<file path="src/rtl/nic_ctrl.sv">
// nic_ctrl: polls a register-mapped NIC, delivering received words to the host and draining a TX FIFO into it.
// Ports: clk/reset (sync, active-high); enable gates new service sequences;
//        tx_valid/tx_data/tx_ready/tx_count form the host TX FIFO push side;
//        rx_valid/rx_data/rx_ready hand one received word to the host;
//        nic_en/nic_wr_en/nic_addr/nic_d_in/nic_d_out drive the NIC register port.
module nic_ctrl #(
    parameter int TX_DEPTH = 4
) (
    input  logic                        clk,
    input  logic                        reset,
    input  logic                        enable,
    input  logic                        tx_valid,
    input  logic [63:0]                 tx_data,
    output logic                        tx_ready,
    output logic [$clog2(TX_DEPTH):0]   tx_count,
    output logic                        rx_valid,
    output logic [63:0]                 rx_data,
    input  logic                        rx_ready,
    output logic                        nic_en,
    output logic                        nic_wr_en,
    output logic [1:0]                  nic_addr,
    output logic [63:0]                 nic_d_in,
    input  logic [63:0]                 nic_d_out
);
    localparam int AW = $clog2(TX_DEPTH);
    localparam logic [AW-1:0] P1 = AW'(1);
    localparam logic [AW:0]   C1 = (AW+1)'(1);

    typedef enum logic [2:0] {IDLE, RX_POLL, RX_CHK, RX_READ, RX_CAP, TX_POLL, TX_CHK, TX_WRITE} state_t;

    state_t        r_state, w_next;
    logic          r_pri, r_rx_valid;
    logic [63:0]   r_rx_data;
    logic [63:0]   r_mem [TX_DEPTH];
    logic [AW-1:0] r_wptr, r_rptr;
    logic [AW:0]   r_count;
    logic          w_rx_elig, w_tx_elig, w_push, w_pop;

    assign w_rx_elig = ~r_rx_valid;
    assign w_tx_elig = r_count != '0;
    // count never exceeds TX_DEPTH, so its MSB alone flags a full FIFO
    assign w_push    = tx_valid & ~r_count[AW];
    assign w_pop     = (r_state == TX_WRITE) & w_tx_elig;

    always_comb begin
        w_next = IDLE;
        case (r_state)
            IDLE:    w_next = !enable ? IDLE :
                              (w_rx_elig && w_tx_elig) ? (r_pri ? TX_POLL : RX_POLL) :
                              w_rx_elig ? RX_POLL : w_tx_elig ? TX_POLL : IDLE;
            RX_POLL: w_next = RX_CHK;
            RX_CHK:  w_next = nic_d_out[63] ? RX_READ : IDLE;
            RX_READ: w_next = RX_CAP;
            TX_POLL: w_next = TX_CHK;
            TX_CHK:  w_next = nic_d_out[63] ? IDLE : TX_WRITE;
            default: w_next = IDLE;
        endcase
    end

    always_ff @(posedge clk) begin
        if (reset) begin
            r_state    <= IDLE;
            r_pri      <= 1'b0;
            r_rx_valid <= 1'b0;
            r_rx_data  <= '0;
            r_wptr     <= '0;
            r_rptr     <= '0;
            r_count    <= '0;
        end else begin
            r_state <= w_next;
            if (w_next == RX_POLL)
                r_pri <= 1'b1;
            else if (w_next == TX_POLL)
                r_pri <= 1'b0;
            if (r_state == RX_CAP && !r_rx_valid) begin
                r_rx_valid <= 1'b1;
                r_rx_data  <= nic_d_out;
            end else if (r_rx_valid && rx_ready) begin
                r_rx_valid <= 1'b0;
            end
            if (w_push)
                r_wptr <= r_wptr + P1;
            if (w_pop)
                r_rptr <= r_rptr + P1;
            if (w_push != w_pop)
                r_count <= w_push ? r_count + C1 : r_count - C1;
        end
    end

    always_ff @(posedge clk) begin
        if (w_push)
            r_mem[r_wptr] <= tx_data;
    end

    assign tx_ready  = ~r_count[AW];
    assign tx_count  = r_count;
    assign rx_valid  = r_rx_valid;
    assign rx_data   = r_rx_data;
    assign nic_en    = r_state inside {RX_POLL, RX_READ, TX_POLL, TX_WRITE};
    assign nic_wr_en = r_state == TX_WRITE;
    assign nic_addr  = (r_state == RX_POLL) ? 2'b01 :
                       (r_state == TX_POLL) ? 2'b11 :
                       (r_state == TX_WRITE) ? 2'b10 : 2'b00;
    assign nic_d_in  = (r_state == TX_WRITE) ? r_mem[r_rptr] : '0;
endmodule
</file>
<file path="config.mk">
export PLATFORM = sky130hd
export DESIGN_NAME = nic_ctrl
export DESIGN_NICKNAME = d
export VERILOG_FILES = /design/src/rtl/nic_ctrl.sv
export SDC_FILE = /design/constraint.sdc
export NUM_CORES = 1
export LEC_CHECK = 0
export CAP_MARGIN = 5
export CORE_MARGIN = 2
export CORE_UTILIZATION = 50
export CTS_BUF_LIST = sky130_fd_sc_hd__clkbuf_2
export CTS_CLUSTER_SIZE = 25
export DETAILED_ROUTE_END_ITERATION = 12
export HOLD_SLACK_MARGIN = 0.02
export PLACE_DENSITY = 0.79
export SLEW_MARGIN = 20
export SYNTH_ARGS = -nofsm -noshare
export SYNTH_HDL_FRONTEND = slang
export SYNTH_SLANG_ARGS = --single-unit
export TNS_END_PERCENT = 10
</file>
<file path="constraint.sdc">
create_clock -name clk -period 3 [get_ports clk]
set_input_delay 0.45 -clock clk [delete_from_list [all_inputs] [get_ports clk]]
set_output_delay 0.45 -clock clk [all_outputs]
set_load 0.005 [all_outputs]
</file>
Word-level counts from Yosys, hierarchy flattened
Memory sizes are Yosys's and may differ from the RTL's. A register that Yosys moved wholly into a read port is not among the register bits. Cells that the tools add are included.

Add/subtract/negate cells: 4. Multipliers: 0. Div/mod/pow operators: 0. Magnitude comparators: 0. Eq/ne operators: 10. Shift-type cells: 0. Multiplexer cells: 21. Bitwise operators: 4. Reduce and logical (&&, ||, !) cells: 9.

Operator list (count): 2-to-1 mux 64 bit (1); 2-to-1 mux 3 bit (7); case mux 3 bit (6 select lines) (1); equality test 3 bit (second input constant) (5); 2-to-1 mux 2 bit (6); equality test 3 x 1 -> 1 bit (second input constant) (2); equality test 3 x 2 -> 1 bit (second input constant) (2); 2-to-1 mux 1 bit (6); adder 2 x 1 -> 2 bit (second input constant) (2); nonzero test 2 bit (2); nonzero test 4 bit (1); adder 3 x 1 -> 3 bit (second input constant) (1); logical AND 1 bit (3); zero test 3 bit (1); nonzero test 3 bit (1); subtractor 3 x 1 -> 3 bit (second input constant) (1); AND 1 bit (2); inverter 1 bit (2); zero test 1 bit (1); inequality test 1 bit (1).

Bits in registers: 76. Bits in latches: 0. Bits in writable memories: 256. Memory bits (read-only): 0. Input bits: 133. Output and inout port bits: 137. Word-level logic and storage cells: 56. Memories: 1.

Memory list: r_mem (words 4, bits a word 64, rd ports 1, clocked after Yosys merged registers in 1, write ports 1, RTL line 34) `logic [63:0] r_mem [TX_DEPTH];`.

Logic depth before layout (Yosys ltp)
Gate-level depths: netlist (run 1).

Depth after elaboration: 9. Gate-level depth with buffers: 7. Depth with buffers taken out: 5.

Worst setup path after synthesis (run 1)
OpenSTA, ideal clock, no wires.

Kind: input port to flip-flop. Start point: input tx_valid. End point: memory r_mem[1][0] (enable). Setup time: 0.429 ns. Arrival time: 2.420 ns. Required time: 2.571 ns. Path slack: 0.151 ns. Cell stages on the path: 3. Buffers on the path: 1. Cell sequence: nor2b_1 > clkbuf_1 > and2_1.

Cells in the longest elaborated chain, start to end: 3.

RTL lines: start, declared (RTL line 12) `input logic tx_valid,`; AND 1 bit (RTL line 42) `assign w_push = tx_valid & ~r_count[AW];`; 2-to-1 mux 1 bit (RTL line 91) `if (w_push)`; 2-to-1 mux 1 bit (not written as such) (RTL line 92) `r_mem[r_wptr] <= tx_data;`; end, declared (RTL line 34).

Every way passes these cells.

==> flow_summary.ini, run 1 <==
[grt]
grt_start_max_net_pins = 70
antenna_found_initial = 2
grt_pass1_wl_um = 43100
grt_pass1_vias = 7994
grt-ovfl-total = 0
track_usage_pct = 21.4

[power]
p_switching_mw = 2.14
p_seq_share_pct = 59.8
leakage_nw = 5.84
swShare_pct = 24.2
combPwrFrac_pct = 7.7
p_total_mw = 8.84
p_int_mw = 6.70
ir_drop_mv = 0.399
power.density_nw_per_um2 = 526
p_clk_share_pct = 32.5

[placement]
pre_cts_ws_ns = 0.546
place_congestion = 0.741
dp_hpwl_um = 17500
port_buffers = 269

[timing]
hold_violations = 0
skew_ns = 0.0766
period_share_pct = 97.2
fin_hold_ws_ns = 0.145
timing.final.ws_setup_ns = 0.0843
fin_crit_ns = 2.92
grt_setup_unrepaired = true
final-setup-viol-count = 0
timing.slew.headroom_pct = 59.2
slew_violations = 0
fmaxAchievable_ghz = 0.343
worst_pin_slew_ns = 0.611

[final_layout]
drive_gt1_share_pct = 27.1
fin_util_pct = 67.3
layout.nets = 1265
multi_input_comb_area_um2 = 3150
fill_cells = 1730
seq_area_um2 = 9260
syn_to_final_growth_pct = 33.4

[die]
fp.dieW_um = 163
die_h_um = 163
io-pin-count = 270
rows = 58
die_area_um2 = 26500
start_util_pct = 50.5
core_region_area_um2 = 25000

[critical_path]
critPathCaptureType = primary output
cp_cell_sequence = buf_12 -> buf_12 -> buf_6 -> mux4_2 -> and2_4 -> dlygate4sd2_1
slowest_stage = mux4_2
crit_path_max_incr_delay_ns = 0.49
startpoint_type = flip-flop
cp_top_family = buffers and inverters
cp_common_cell = buf_12
worst-path-buf-inv = 4
crit_fanout = 4
required_ns = 2.55
cp.arrival_ns = 2.47
crit_type = flip-flop to primary output

[cts]
cts_sinks = 334
clk_latency_ns = 0.87
cts.clk_slew.worst_paths_ns = 0.10
cts_buffers = 83
cts_tree = built
clockBufferDepth = 3
htree_levels = 3
root_buffer = clkbuf_2

[flow_run]
maxCapViolations = 0

[detailed_routing]
via_count = 7778
wire_per_inst_um = 18.8
routed_wirelength_um = 28600
drtIter0Drc = 455
drtAntennaViolNets = 0
drcViolationCount = 0
dr.pass1.iters = 5
avgViaCountPerCell = 5.11

[status]
status = finished clean

[hold_path]
hp-class = input port to flip-flop

[yosys]
netlist-cell-type-count = 35
synthCells = 771
synth_top_family_by_area = multiplexers
synthAdderAreaFrac_pct = 0.556
synth_xor_area_share_pct = 0.348
avgSynthCellArea_um2 = 16.3
synthMuxAreaShare_pct = 11.4
synth-simple-area-share_pct = 8.90
synth_area_um2 = 12600
synth-compound-area-share_pct = 3.16
synth-seq-cells = 334
yosysWarningCount = 0
synth_nets = 909
seq_area_frac_synth_pct = 73.4
==> registers in the layout, indices dropped and copies added, names as in the netlist, named ones only <==
| name | flops |
|---|---|
| r_mem | 256 |
| rx_data | 64 |
| r_state | 3 |
| tx_count | 3 |
| r_rptr | 2 |
| r_wptr | 2 |
| r_pri | 1 |
| rx_valid | 1 |
==> worst register-to-register path: stages (launching register included) <==
cell     delay (ns)
dfxtp_2        0.45
or4b_2         0.90
buf_12         0.31
nand2_1        0.11
a21oi_1        0.07
==> area by class of cell <==
class | instances | area share (%)
inverter | 6 | 0.208
tap | 330 | 2.46
clock inverter | 25 | 0.752
multi-input combinational | 385 | 18.7
timing repair buffer | 317 | 19.1
clock buffer | 123 | 3.66
antenna | 2 | 0.0298
sequential | 334 | 55.1
==> synthesized netlist by cell type <==
cell	n	area [um2]
and2_1	70	438
mux4_2	64	1440
nand2_2	1	6.26
buf_2	16	80.1
ha_1	4	50.1
or2_1	1	6.26
dfxtp_1	78	1560
edfxtp_1	256	7690
nor2b_1	1	6.26
buf_1	4	15.0
a31o_2	1	8.76
a31oi_1	1	6.26
a22oi_1	1	7.51
nor4b_1	2	17.5
clkinv_4	1	8.76
or3_1	1	6.26
nor3_1	4	20.0
xor2_1	4	35.0
nor2_1	6	22.5
fa_1	1	20.0
nand2_1	135	507
or4_1	1	7.51
or4b_1	1	10.0
nand2b_1	3	18.8
nand3_4	1	17.5
inv_1	5	18.8
nand3_1	3	15.0
xnor2_1	1	8.76
clkbuf_1	18	67.6
a21oi_1	72	360
or2b_1	1	7.51
buf_6	6	67.6
nor3b_1	2	15.0
buf_4	2	15.0
o21ai_0	3	15.0
==> worst paths after layout <==
kind            endpoint  cells after the start  slack (ns)           from
min reg2reg  rx_data[50]                      2        0.46    rx_data[50]
min          rx_data[26]                      3        0.15  nic_d_out[26]
max          nic_d_in[5]                      6        0.08      flip-flop
max reg2reg  rx_data[38]                      4        1.02     r_state[2]
==> metal layers <==
metal	global-route usage [%]	part of all wire (%)	wire, um
met5	0	0.060	17
met4	9.05	2.3	644
met3	6.06	6.3	1790
met2	35.4	52	14700
met1	26.6	40	11400
==> cells in the final DEF (no fill, tap or decap), types with 4 or more instances in the layout <==
cell,instances
mux4_2,64
ha_1,4
buf_6,5
clkbuf_2,156
and2_1,42
nor2_1,6
clkdlybuf4s50_1,204
clkdlybuf4s15_1,15
dfxtp_1,73
clkinv_1,18
and2_4,28
buf_12,21
nand2_1,135
a21oi_1,72
inv_1,5
buf_4,15
dlygate4sd2_1,8
buf_2,8
xor2_1,4
nor3_1,4
edfxtp_1,256
==> cells by family (layout without fill, tap and decap cells) <==
family	count (synthesis)	after routing
AND/OR/NAND/NOR	233	233
multiplexers	64	64
adder cells (fa/ha/maj)	5	5
buffers and inverters	52	471
AO/OA/AOI/OAI	78	78
other	0	2
flip-flops	334	334
XOR/XNOR	5	5
==> stage by stage <==
step | cell area, um2 | cells | setup TNS [ns]
6_report | 16800 | 1522 | 0
5_1_grt | 16800 | 1521 | -0.278
4_1_cts | 16900 | 1512 | -0.754
2_1_floorplan | 12600 | 771 | 0
3_5_place_dp | 15800 | 1346 | 0
3_3_place_gp | 15800 | 1346 | 0
==> timing repair <==
| action | in CTS | in global routing |
|---|---|---|
| gates cloned | 5 | 1 |
| pin swaps | 0 | 0 |
| buffers inserted | 12 | 10 |
| setup endpoints to repair | 65 | 49 |
| resized for setup | 128 | 89 |
| endpoints found under the hold margin | 20 | 0 |
| hold buffers | 1 | 0 |
==> power groups by stage <==
stage               combinational (mW)  clock (mW)  sequential, mW
floorplan                        0.279           0            5.38
detailed placement               0.682           0            5.39
finish                           0.682        2.87            5.28
global placement                 0.664           0            5.37
CTS                              0.688        2.99            5.28
global route                     0.738        3.24            5.30
Note: power is estimated with default switching activity, not from simulation.
==> run 2, diff against run 1 <==
CAP_MARGIN = unset   (was 5)
PLACE_DENSITY = 0.77   (was 0.79)
==> run 2 against run 1 <==
Critical path depth unchanged. Register-to-register slack worse by 0.07 ns. Wire length up 1.2%. Power down 0.97%. Combinational power down 0.9%. Fmax down 2.1%. Clock skew down 0.013 ns. Sequential share of layout area down 0.20 points. Largest cell class unchanged. Largest power group unchanged.
==> flow_summary.ini, run 2 (synthesis results as in run 1) <==
[status]
status = finished clean

[placement]
port_buffers = 269
pre_cts_ws_ns = 0.444
dp_hpwl_um = 18000
dpl_cell_area_um2 = 15800
place_congestion = 0.751

[timing]
skew_ns = 0.0633
timing.slew.headroom_pct = 54.1
hold_violations = 0
slew_violations = 0
timing.final.ws_setup_ns = 0.0208
finalSetupTns_ns = 0
period_share_pct = 99.3
worst_pin_slew_ns = 0.689
fmaxAchievable_ghz = 0.336
final-setup-viol-count = 0
grt_setup_unrepaired = true
fin_crit_ns = 2.98

[final_layout]
fill_cells = 1767
mostFrequentLayoutCell = edfxtp_1
final_cell_mix = 256 x edfxtp_1, 204 x clkdlybuf4s50_1, 139 x clkbuf_2
largest_reg_flops = 256
regMostFlops = r_mem
drive_gt1_share_pct = 25.6
design_area_um2 = 16900
layout.nets = 1271
syn_to_final_growth_pct = 33.9

[die]
io-pin-count = 270
start_util_pct = 50.5
fp.dieW_um = 163
rows = 58
core_region_area_um2 = 25000
die_area_um2 = 26500
die_h_um = 163

[cts]
cts_buffers = 81
cts_tree = built
cts_sinks = 334
clk_latency_ns = 0.83
root_buffer = clkbuf_2
cts.clk_slew.worst_paths_ns = 0.10
clockBufferDepth = 3
htree_levels = 3

[detailed_routing]
drcViolationCount = 0
wire_per_inst_um = 19.0
drtAntennaViolNets = 0
dr.pass1.iters = 5
drtIter0Drc = 504
via_count = 7804
avgViaCountPerCell = 5.12
routed_wirelength_um = 28900

[critical_path]
slowest_stage = mux4_2
crit_type = flip-flop to primary output
crit_path_max_incr_delay_ns = 0.47
timing.rr.end = tx_count[2]
cp_common_cell = buf_12
timing.rr.start = tx_count[2]
required_ns = 2.55
rrSetupSlack_ns = 0.95
startpoint_type = flip-flop
rr_worst_depth = 5
cp_cell_sequence = buf_12 -> buf_12 -> buf_16 -> mux4_2 -> and2_1 -> dlygate4sd2_1
cp_top_family = buffers and inverters
critPathCaptureType = primary output
crit_fanout = 5
worst-path-buf-inv = 4
cp.arrival_ns = 2.53

[power]
power.density_nw_per_um2 = 519
leakage_nw = 5.94
ir_drop_mv = 0.338

[grt]
track_usage_pct = 21.9
grt_start_max_net_pins = 70
grt_pass1_wl_um = 43800
grt-ovfl-total = 0
grt_pass1_vias = 7977
antenna_found_initial = 1

[flow_run]
maxCapViolations = 0

[hold_path]
hold_end = r_pri
hold_start = reset
hp-class = input port to flip-flop
min_path_cells = 2
==> run 2: cell types whose count changed in the layout (fill, tap and decap cells not counted), moves of 2 or more <==
cell,delta
dlygate4sd2_1,+19
clkbuf_2,-17
clkdlybuf4s15_1,-8
and2_1,+7
and2_4,-7
buf_4,+7
buf_6,+5
buf_12,-4
buf_16,+4
buf_8,-2
clkinv_1,+2
==> run 2: worst max path at each step <==
stage / startpoint / to / slack (ns) / cells past startpoint
6_report: flip-flop / nic_d_in[17] / 0.02 / 6
5_1_grt: flip-flop / nic_d_in[17] / -0.09 / 6
4_1_cts: flip-flop / nic_d_in[39] / -0.17 / 7
3_5_place_dp: tx_valid / tx_count[2] / 0.44 / 6
3_3_place_gp: tx_valid / tx_count[2] / 0.43 / 6
2_1_floorplan: tx_valid / r_mem[1][0] / 0.15 / 3
==> run 2: power breakdown <==
group          total [mW]  switching (mW)  internal [mW]
logic               0.676           0.313          0.364
clock network        2.79            1.73           1.06
registers            5.29          0.0736           5.21
total                8.75            2.12           6.63
==> run 2: routing by layer <==
layer	track usage (%)	part of all wire, %
met1	27.8	40
met2	37.0	51
met3	4.84	6.0
met4	8.97	2.9
met5	0	0
==> run 2: what timing repair did <==
item / CTS / global route
pin swaps: 1 / 0
setup buffers: 23 / 7
gates cloned: 6 / 0
gates resized for setup: 116 / 61
endpoints found under the setup margin: 65 / 47
hold buffers: 0 / 0
==> run 2: layout make-up <==
class	instances	area (um2)	share of cell area [%]
Sequential cell	334	9260	54.9
Timing Repair Buffer	325	3320	19.7
Multi-Input combinational cell	385	3130	18.6
Clock buffer	117	586	3.47
Tap cell	330	413	2.45
Clock inverter	26	124	0.734
Inverter	6	35.0	0.208
Antenna cell	1	2.50	0.0148
==> run 2: worst reg2reg max path: stages, from the launching register on <==
cell,delay [ns]
dfxtp_1,0.41
nor2b_1,0.35
inv_1,0.16
fa_1,0.43
or4_1,0.47
a31oi_1,0.16
==> run 2: stage by stage <==
stage          total power [mW]  utilization (%)  hold WS (ns)  instances
5_1_grt                    9.18             67.6        0.0731       1524
2_1_floorplan              5.66                -         0.453        771
3_3_place_gp               6.04             63.3         0.441       1346
4_1_cts                    8.88             67.6        0.0427       1517
6_report                   8.75             67.6         0.143       1524
3_5_place_dp               6.07             63.3         0.445       1346
